==> src/rtl/imem_boot_loader_if.sv <==
// Byte-stream handshake feeding the instruction-memory boot loader.
// The producer (UART receiver, debug bridge, bench) takes the master side;
// the loader takes the slave side and answers with rx_ready.
interface imem_boot_loader_if;
    logic       rx_valid;
    logic [7:0] rx_data;
    logic       rx_ready;

    modport master (
        output rx_valid,
        output rx_data,
        input  rx_ready
    );

    modport slave (
        input  rx_valid,
        input  rx_data,
        output rx_ready
    );
endinterface

==> src/rtl/imem_boot_loader.sv <==
// Instruction-memory boot loader for the RV32I core.
// Takes a byte stream (LEN_L, LEN_H, then 4*N little-endian data bytes),
// packs it into 32-bit words, writes them into instruction memory and keeps
// the core in reset until the image is complete. A reload pulse while running
// (or after a failed load) restarts the whole sequence.
// Optional feature: define IMEM_CSUM_EN to require one trailing checksum byte
// (XOR of all data bytes) before the core is released.
module imem_boot_loader #(
    parameter int DEPTH_W = 8
) (
    input  logic                clk,
    input  logic                rst,
    imem_boot_loader_if.slave   rx,
    input  logic                reload,
    output logic                imem_we,
    output logic [31:0]         imem_addr,
    output logic [31:0]         imem_wdata,
    output logic                core_rst,
    output logic                done,
    output logic                err
);

`ifdef IMEM_CSUM_EN
    typedef enum logic [2:0] {
        S_HDR0,
        S_HDR1,
        S_DATA,
        S_CSUM,
        S_RUN,
        S_ERR
    } state_t;
    localparam state_t S_AFTER_DATA = S_CSUM;
`else
    typedef enum logic [2:0] {
        S_HDR0,
        S_HDR1,
        S_DATA,
        S_RUN,
        S_ERR
    } state_t;
    localparam state_t S_AFTER_DATA = S_RUN;
`endif

    localparam logic [16:0]      MAX_WORDS = 17'd1 << DEPTH_W;
    localparam logic [DEPTH_W:0] IDX_ONE   = {{DEPTH_W{1'b0}}, 1'b1};

    state_t             state;
    state_t             next_state;

    logic               accept;
    logic [7:0]         len_l;
    logic [15:0]        hdr_len;
    logic               hdr_too_long;
    logic [1:0]         byte_cnt;
    logic [DEPTH_W:0]   word_idx;
    logic [DEPTH_W:0]   word_total;
    logic [23:0]        word_buf;
    logic               last_lane;
    logic               last_word;
    logic               running;
    logic               load_next;
`ifdef IMEM_CSUM_EN
    logic [7:0]         csum_acc;
`endif

    assign accept       = rx.rx_valid & rx.rx_ready;
    assign hdr_len      = {rx.rx_data, len_l};
    assign hdr_too_long = {1'b0, hdr_len} > MAX_WORDS;
    assign last_lane    = (byte_cnt == 2'd3);
    assign last_word    = ((word_idx + IDX_ONE) == word_total);

    // The core is only released once the FSM has already spent one cycle in
    // RUN, so the final write strobe and core_rst falling never overlap.
    assign running   = (state == S_RUN) && (next_state == S_RUN);
    assign load_next = (next_state != S_RUN) && (next_state != S_ERR);

    // State register.
    always_ff @(posedge clk or negedge rst) begin
        if (!rst) begin
            state <= S_HDR0;
        end else begin
            state <= next_state;
        end
    end

    // Next-state logic: header parsing, data counting and reload handling.
    always_comb begin
        next_state = state;
        case (state)
            S_HDR0: begin
                if (accept) begin
                    next_state = S_HDR1;
                end
            end
            S_HDR1: begin
                if (accept) begin
                    if (hdr_len == 16'd0) begin
                        next_state = S_AFTER_DATA;
                    end else if (hdr_too_long) begin
                        next_state = S_ERR;
                    end else begin
                        next_state = S_DATA;
                    end
                end
            end
            S_DATA: begin
                if (accept && last_lane && last_word) begin
                    next_state = S_AFTER_DATA;
                end
            end
`ifdef IMEM_CSUM_EN
            S_CSUM: begin
                if (accept) begin
                    next_state = (rx.rx_data == csum_acc) ? S_RUN : S_ERR;
                end
            end
`endif
            S_RUN: begin
                if (reload) begin
                    next_state = S_HDR0;
                end
            end
            S_ERR: begin
                if (reload) begin
                    next_state = S_HDR0;
                end
            end
            default: begin
                next_state = S_HDR0;
            end
        endcase
    end

    // Registered status outputs derived from where the FSM is heading, so
    // rx_ready drops on the same edge that accepts the final byte.
    always_ff @(posedge clk or negedge rst) begin
        if (!rst) begin
            rx.rx_ready <= 1'b1;
            core_rst    <= 1'b1;
            done        <= 1'b0;
            err         <= 1'b0;
        end else begin
            rx.rx_ready <= load_next;
            core_rst    <= !running;
            done        <= running;
            err         <= (next_state == S_ERR);
        end
    end

    // Datapath: length capture, lane packing, word write strobe and counters.
    always_ff @(posedge clk or negedge rst) begin
        if (!rst) begin
            len_l      <= 8'd0;
            byte_cnt   <= 2'd0;
            word_idx   <= '0;
            word_total <= '0;
            word_buf   <= 24'd0;
            imem_we    <= 1'b0;
            imem_addr  <= 32'd0;
            imem_wdata <= 32'd0;
`ifdef IMEM_CSUM_EN
            csum_acc   <= 8'd0;
`endif
        end else begin
            imem_we <= 1'b0;
            case (state)
                S_HDR0: begin
                    if (accept) begin
                        len_l <= rx.rx_data;
                    end
                end
                S_HDR1: begin
                    if (accept) begin
                        word_total <= hdr_len[DEPTH_W:0];
                        word_idx   <= '0;
                        byte_cnt   <= 2'd0;
`ifdef IMEM_CSUM_EN
                        csum_acc   <= 8'd0;
`endif
                    end
                end
                S_DATA: begin
                    if (accept) begin
                        byte_cnt <= byte_cnt + 2'd1;
`ifdef IMEM_CSUM_EN
                        csum_acc <= csum_acc ^ rx.rx_data;
`endif
                        case (byte_cnt)
                            2'd0: word_buf[7:0]   <= rx.rx_data;
                            2'd1: word_buf[15:8]  <= rx.rx_data;
                            2'd2: word_buf[23:16] <= rx.rx_data;
                            default: begin
                                imem_we    <= 1'b1;
                                imem_wdata <= {rx.rx_data, word_buf};
                                imem_addr  <= {{(29 - DEPTH_W){1'b0}}, word_idx, 2'b00};
                                word_idx   <= word_idx + IDX_ONE;
                            end
                        endcase
                    end
                end
                S_RUN, S_ERR: begin
                    if (reload) begin
                        byte_cnt   <= 2'd0;
                        word_idx   <= '0;
                        word_total <= '0;
`ifdef IMEM_CSUM_EN
                        csum_acc   <= 8'd0;
`endif
                    end
                end
                default: begin
                end
            endcase
        end
    end

endmodule

==> src/flat_wrapper.sv <==
// flat-port wrapper written by rule: the top's interface ports become plain ports
module imem_boot_loader_flat 
#(
    parameter int DEPTH_W = 8
)
  (clk, rst, reload, imem_we, imem_addr, imem_wdata, core_rst, done, err, rx_rx_valid, rx_rx_data, rx_rx_ready);
  imem_boot_loader_if rx_i ();
  input  logic clk;
  input  logic rst;
  input  logic reload;
  output logic imem_we;
  output logic [31:0] imem_addr;
  output logic [31:0] imem_wdata;
  output logic core_rst;
  output logic done;
  output logic err;
  input wire logic [$bits(rx_i.rx_valid)-1:0] rx_rx_valid;
  input wire logic [$bits(rx_i.rx_data)-1:0] rx_rx_data;
  output wire logic [$bits(rx_i.rx_ready)-1:0] rx_rx_ready;
  assign rx_i.rx_valid = rx_rx_valid;
  assign rx_i.rx_data = rx_rx_data;
  assign rx_rx_ready = rx_i.rx_ready;
  imem_boot_loader #(.DEPTH_W(DEPTH_W)) u_core (.clk(clk), .rst(rst), .rx(rx_i), .reload(reload), .imem_we(imem_we), .imem_addr(imem_addr), .imem_wdata(imem_wdata), .core_rst(core_rst), .done(done), .err(err));
endmodule
==> config.mk <==
export PLATFORM = sky130hd
export DESIGN_NAME = imem_boot_loader_flat
export DESIGN_NICKNAME = d
export VERILOG_FILES = /design/src/rtl/imem_boot_loader_if.sv /design/src/rtl/imem_boot_loader.sv /design/src/flat_wrapper.sv
export SDC_FILE = /design/constraint.sdc
export NUM_CORES = 1
export LEC_CHECK = 0
export CAP_MARGIN = 10
export CORE_ASPECT_RATIO = 0.8
export CORE_MARGIN = 2
export CORE_UTILIZATION = 34
export CTS_BUF_LIST = sky130_fd_sc_hd__clkbuf_8
export CTS_CLUSTER_SIZE = 12
export DETAILED_ROUTE_END_ITERATION = 7
export GPL_TIMING_DRIVEN = 0
export REMOVE_ABC_BUFFERS = 1
export SYNTH_ARGS = -nofsm -noshare
export SYNTH_HDL_FRONTEND = slang
export SYNTH_SLANG_ARGS = --single-unit
==> constraint.sdc <==
create_clock -name clk -period 4.1 [get_ports clk]
set_input_delay 1.025 -clock clk [delete_from_list [all_inputs] [get_ports clk]]
set_output_delay 1.025 -clock clk [all_outputs]
set_load 0.005 [all_outputs]
-- After elaboration in Yosys (flattened, before gate mapping)
Cells that the tools add are included.
- bits in registers: 101
- output and inout port bits: 69
- bits of input ports: 12
- logic and storage cells: 77
- $lt $le $gt $ge: 1
- reduce and logical (&&, ||, !) cells: 20
- add/sub/neg operators: 2
- bitwise gates (word level): 2
- equality and inequality tests: 16
- muxes and demuxes: 21
- operator list (cell ; count):
    9-bit 2-to-1 mux ; 5
    9-bit case mux with 3 select lines ; 1
    3-bit 2-to-1 mux ; 6
    9-bit case mux with 2 select lines ; 1
    16-bit by 9-bit greater-than comparator with 1-bit output (second input constant) ; 1
    16-bit logical NOT ; 1
    3-bit AND reduction ; 5
    3-bit case mux with 4 select lines ; 1
    9-bit by 1-bit adder with 9-bit output (second input constant) ; 1
    3-bit by 2-bit equality test with 1-bit output (second input constant) ; 3
    9-bit equality test ; 1
    3-bit equality test (second input constant) ; 2
    2-bit 2-to-1 mux ; 3
    2-bit by 1-bit inequality test with 1-bit output (second input constant) ; 3
    2-bit case mux with 3 select lines ; 1
    5-bit AND reduction ; 1
    2-bit equality test (second input constant) ; 2
    1-bit logical AND ; 4
    4-bit AND reduction ; 1
    3-bit by 1-bit equality test with 1-bit output (second input constant) ; 1
    3-bit logical NOT ; 1
    1-bit 2-to-1 mux ; 3
    3-bit by 2-bit inequality test with 1-bit output (second input constant) ; 1
    3-bit inequality test (second input constant) ; 1
    12 further kinds ; 12

-- Longest topological paths before layout
- depth after elaboration: 8
- depth in mapped cells: 6
- mapped depth without buffers: 6

-- Worst setup path after synthesis
OpenSTA, ideal clock, no wires.
- path kind: input port to flip-flop
- from: in rx_rx_data[4]
- to: reg u_core.rx.rx_ready
- setup time: 0.089 ns
- stages: 5
- data arrival time: 2.166 ns
- slack: 1.845 ns
- cells stage by stage: or4_4 -> nor4_4 -> a21o_2 -> a21oi_2 -> a311oi_2
- cells in the longest elaborated chain, start to end: 7
- elaborated cells between the ends (all ways): 9
- those cells by class: order compare: 1; eq/ne: 2; mux: 4; reduce/logical: 2
- RTL lines (item ; RTL line ; source):
    start, declared ; flat_wrapper.sv:18 ; input wire logic [$bits(rx_i.rx_data)-1:0] rx_rx_data;
    16-bit by 9-bit greater-than comparator with 1-bit output ; imem_boot_loader.sv:68 ; assign hdr_too_long = {1'b0, hdr_len} > MAX_WORDS;
    3-bit 2-to-1 mux ; imem_boot_loader.sv:99 ; end else if (hdr_too_long) begin
    3-bit 2-to-1 mux (*) ; imem_boot_loader.sv:97 ; if (hdr_len == 16'd0) begin
    3-bit 2-to-1 mux (*) ; imem_boot_loader.sv:96 ; if (accept) begin
    3-bit case mux with 4 select lines (*) ; imem_boot_loader.sv:89 ; case (state)
    net u_core.next_state[2] ; imem_boot_loader.sv:48 ; state_t next_state;
    3-bit by 2-bit inequality test with 1-bit output / 3-bit inequality test (equally long branches) ; imem_boot_loader.sv:75 ; assign load_next = (next_state != S_RUN) && (next_state != S_ERR);
    1-bit logical AND (*) ; imem_boot_loader.sv:75 ;
    net u_core.load_next ; imem_boot_loader.sv:61 ; logic load_next;
    end signal, assigned ; imem_boot_loader.sv:143 ; rx.rx_ready <= load_next;
    end, declared ; imem_boot_loader_if.sv:18 ; output rx_ready
Mark *: on every way through the listed nets, which the timed path passes. The rest lies on a longest branch.
A chain may end at the register's enable or synchronous reset.

-- Final worst setup path
- from: in rx_rx_valid
- to: reg u_core.imem_wdata[8]
- cells in the longest elaborated chain, start to end: 2
- RTL lines (item ; RTL line ; source):
    start, declared ; flat_wrapper.sv:17 ; input wire logic [$bits(rx_i.rx_valid)-1:0] rx_rx_valid;
    1-bit bitwise AND ; imem_boot_loader.sv:66 ; assign accept = rx.rx_valid & rx.rx_ready;
    3-bit AND reduction (no source line) ; -- ;
    end signal, assigned ; imem_boot_loader.sv:194 ; imem_wdata <= {rx.rx_data, word_buf};
    end, declared ; imem_boot_loader.sv:17 ; output logic [31:0] imem_wdata,
Every way passes these cells.

==> metrics.log <==
INFO  metric synth_largest_type_area_fraction = 53.5%
INFO  metric ios = 81
INFO  metric initialDrtViolationCount = 218
INFO  metric syn-cell-area = 4630 sq um
INFO  metric grt_overflow = 0
INFO  metric critical_path.reg2reg.endpoint = u_core.imem_wdata[8]
INFO  metric postCtsHoldBufs = 0
INFO  metric area_delta_synth_final = 19.2%
INFO  metric cts_resized = 0
INFO  metric async_flop_share = 100%
INFO  metric yosys_warnings = 0
INFO  metric final-max-slew-violation-count = 0
INFO  metric finalClockSkew = 0.0101 ns
INFO  metric placementRows = 38
INFO  metric totalNegativeSetupSlack = 0 ns
INFO  metric maxCapViolCount = 0
INFO  metric synth_sequential_area_ratio = 54.6%
INFO  metric cts_tree = done
INFO  metric synthFlopType = dfrtp_1
INFO  metric crit_start = rx_rx_valid
INFO  metric synth_largest_area_cell = dfrtp_1
INFO  metric postRouteAntennaNets = 0
INFO  metric dp.final_hpwl = 6.71 mm
INFO  metric leakage = 2.66 nW
INFO  metric number_of_enable_type_register_cells_in_the_synthesized_netlist = 0
INFO  metric worst-setup-path-type = input pin to flip-flop
INFO  metric final_critical_path_setup_slack = 0.597 ns
INFO  metric cts_sinks = 101
INFO  metric drive_above_1_share = 13.2%
INFO  metric globalRouteMet3Util = 3.66%
INFO  metric via_count_of_the_first_global_routing_pass = 3168
INFO  metric post-route-min-period = 3.50 ns
INFO  metric layout.cell_area.non_filler = 5530 sq um
INFO  metric cts_setup_buffers = 0
INFO  metric cellPowerDensity = 420 nW/um^2
INFO  metric slew_headroom = 48.9%
INFO  metric yosysUniqueCellTypes = 52
INFO  metric grt_start_max_net_pins = 60
INFO  metric max_freq = 285 MHz
INFO  metric detail_route.first_pass.iterations = 4
INFO  metric detail_route.vias_per_cell = 4.76
INFO  metric first_pass_grt_wire_length = 16.4 mm
INFO  metric die-height = 108 um
INFO  metric core = 13500 sq um
INFO  metric synthTopCellsByArea = dfrtp_1 (53%), nand2_1 (12%), mux2_2 (8.0%)
INFO  metric clock-root-buffer = clkbuf_8
INFO  metric finalNetCount = 528
INFO  metric wl_per_cell = 14.0 um
INFO  metric worst_slew_pin_slew = 0.767 ns
INFO  metric die-area = 14600 sq um
INFO  metric finalPower = 0.00232 W
INFO  metric routed-via-count = 3310
INFO  metric clk_latency = 0.37 ns
INFO  metric r2r_start = u_core.state[1]
INFO  metric drt_drc_violations_left = 0
INFO  metric antenna_found_initial = 0
INFO  metric floorplan.initialDensity = 34.4%
INFO  metric cts-htree-levels = 3
INFO  metric tritoncts.num_buffers = 9
INFO  metric critPathCaptureType = flip-flop
INFO  metric synthesis.area_per_instance = 10.1 sq um
INFO  metric setup-violations-final = 0
INFO  metric final_period_utilization = 85.4%
INFO  metric gr-usage-met2 = 21.5%
INFO  metric synth.ff_latch_count = 101
INFO  metric r2r_setup_slack = 1.29 ns
INFO  metric synthCells = 461
INFO  metric r2r.worst_path.cells = 7
INFO  metric worst_setup_path_start_kind = input pin
INFO  metric numPortBuffers = 57
INFO  metric groute.usage.overall = 14.3%
INFO  metric irDropWorstVdd = 0.178 mV
INFO  metric clock_pin_transition_on_the_worst_setup_and_hold_timing_paths = 0.10 ns
INFO  metric timing.critical_path.arrival = 3.76 ns
INFO  metric grtUsageMet1 = 20.6%
INFO  metric grt_most_used_layer = met2
INFO  metric maximum_buffer_depth_of_the_clock_tree = 2
INFO  metric termination_of_the_worst_setup_path = u_core.imem_wdata[8]
INFO  metric run_status = finished clean
INFO  metric preCtsSetupSlack = 0.198 ns
INFO  metric cp_max_fo = 34
INFO  metric finalHoldViolCount = 0
INFO  metric routed_wl = 9.74 mm
INFO  metric hold-worst-slack = 0.477 ns
INFO  metric grt_setup_unrepaired = no
INFO  metric die_width = 135 um
INFO  metric cp.required = 4.36 ns
INFO  metric place.gp.congestion = 0.772
INFO  metric placed_cell_area = 5310 sq um
INFO  metric holdCritPathClass = flip-flop to flip-flop
INFO  metric antennaDiodeCount = 0
-- metrics by stage --
stage | utilization [%] | std cells
2_1_floorplan | - | 438
3_3_place_gp | 38.9 | 675
3_5_place_dp | 39.5 | 678
4_1_cts | 41.0 | 694
5_1_grt | 41.1 | 695
6_report | 41.1 | 695
-- area by class of cell --
class | instances | area, sq um
inverter | 7 | 26.3
fill | 1316 | 7930
timing repair buffer | 61 | 643
sequential | 101 | 2530
multi-input combinational | 330 | 1890
tap | 180 | 225
clock inverter | 6 | 70.1
clock buffer | 10 | 138
-- worst min path at each step --
stage | slack (ns) | cells past startpoint | from | end
floorplan | 0.43 | 2 | u_core.word_buf[0] | u_core.imem_wdata[0]
global placement | 0.45 | 2 | u_core.word_buf[11] | u_core.imem_wdata[11]
detailed placement | 0.45 | 2 | u_core.word_buf[4] | u_core.imem_wdata[4]
CTS | 0.48 | 2 | u_core.word_buf[4] | u_core.imem_wdata[4]
global route | 0.51 | 2 | u_core.word_buf[4] | u_core.imem_wdata[4]
finish | 0.48 | 2 | u_core.word_buf[18] | u_core.imem_wdata[18]
-- kinds of logic (layout without fill, tap and decap cells) --
| family | after synthesis | in the layout | synth area share, % |
|---|---|---|---|
| buffers and inverters | 52 | 84 | 6.45 |
| other | 1 | 23 | 0.0809 |
| AND/OR/NAND/NOR | 215 | 215 | 20.8 |
| adder cells (fa/ha/maj) | 6 | 6 | 1.62 |
| AO/OA/AOI/OAI | 40 | 40 | 5.91 |
| multiplexers | 35 | 35 | 8.45 |
| flip-flops | 101 | 101 | 54.6 |
| XOR/XNOR | 11 | 11 | 2.08 |
-- Yosys cell counts (all sizes together), types with 4 or more instances --
cell and number:
o22ai 6, or4 5, inv 6, mux2 33
nand4 4, buf 35, dfrtp 99, and3 5
nor2 12, o21ai 7, xor2 4, nor3b 4
clkbuf 10, nor2b 4, xnor2 7, nand2 151
nand3 15, a21oi 10, ha 6
-- layer usage --
| layer | part of all wire [%] | wire length (um) |
|---|---|---|
| met5 | 0 | 0 |
| met4 | 0.81 | 79 |
| met3 | 4.4 | 425 |
| met2 | 45 | 4430 |
| met1 | 49 | 4800 |
-- report_power, final --
part	internal [W]	switching (W)	total [W]
registers	0.00111	0.000110	0.00122
clock network	0.000303	0.000348	0.000651
logic	0.000210	0.000245	0.000455
-- cells in the final DEF, fill, tap and decap left out, types with 3 or more instances in the layout --
| master | n |
|---|---|
| a21oi_1 | 9 |
| nand2_1 | 151 |
| xnor2_1 | 7 |
| nor3b_1 | 3 |
| ha_1 | 6 |
| and3_1 | 5 |
| nor2b_1 | 4 |
| dfrtp_1 | 99 |
| nand4_1 | 4 |
| clkdlybuf4s50_1 | 56 |
| conb_1 | 23 |
| o21ai_0 | 7 |
| clkbuf_8 | 10 |
| or4_1 | 4 |
| clkinv_4 | 3 |
| nand3_1 | 14 |
| a31oi_1 | 3 |
| mux2_2 | 33 |
| xor2_1 | 4 |
| inv_1 | 6 |
| nor2_1 | 12 |
| o22ai_1 | 6 |
-- state kept, by name, indices dropped and copies added (netlist names) --
register            cells
u_core.done             1
u_core.word_idx         9
u_core.word_buf        24
u_core.core_rst         1
u_core.word_total       9
u_core.imem_wdata      32
u_core.len_l            8
u_core.rx.rx_ready      1
u_core.byte_cnt         2
u_core.imem_we          1
u_core.state            3
u_core.imem_addr        9
u_core.err              1
-- worst max-delay path: stages --
cell and delay [ns]:
clkdlybuf4s50_1 0.49, and2_1 0.25, nand3_2 0.52, buf_12 0.27, clkinv_1 0.62, buf_16 0.41, nand2_1 0.08, nand2_1 0.05
Power figures use the tool's default switching activity.
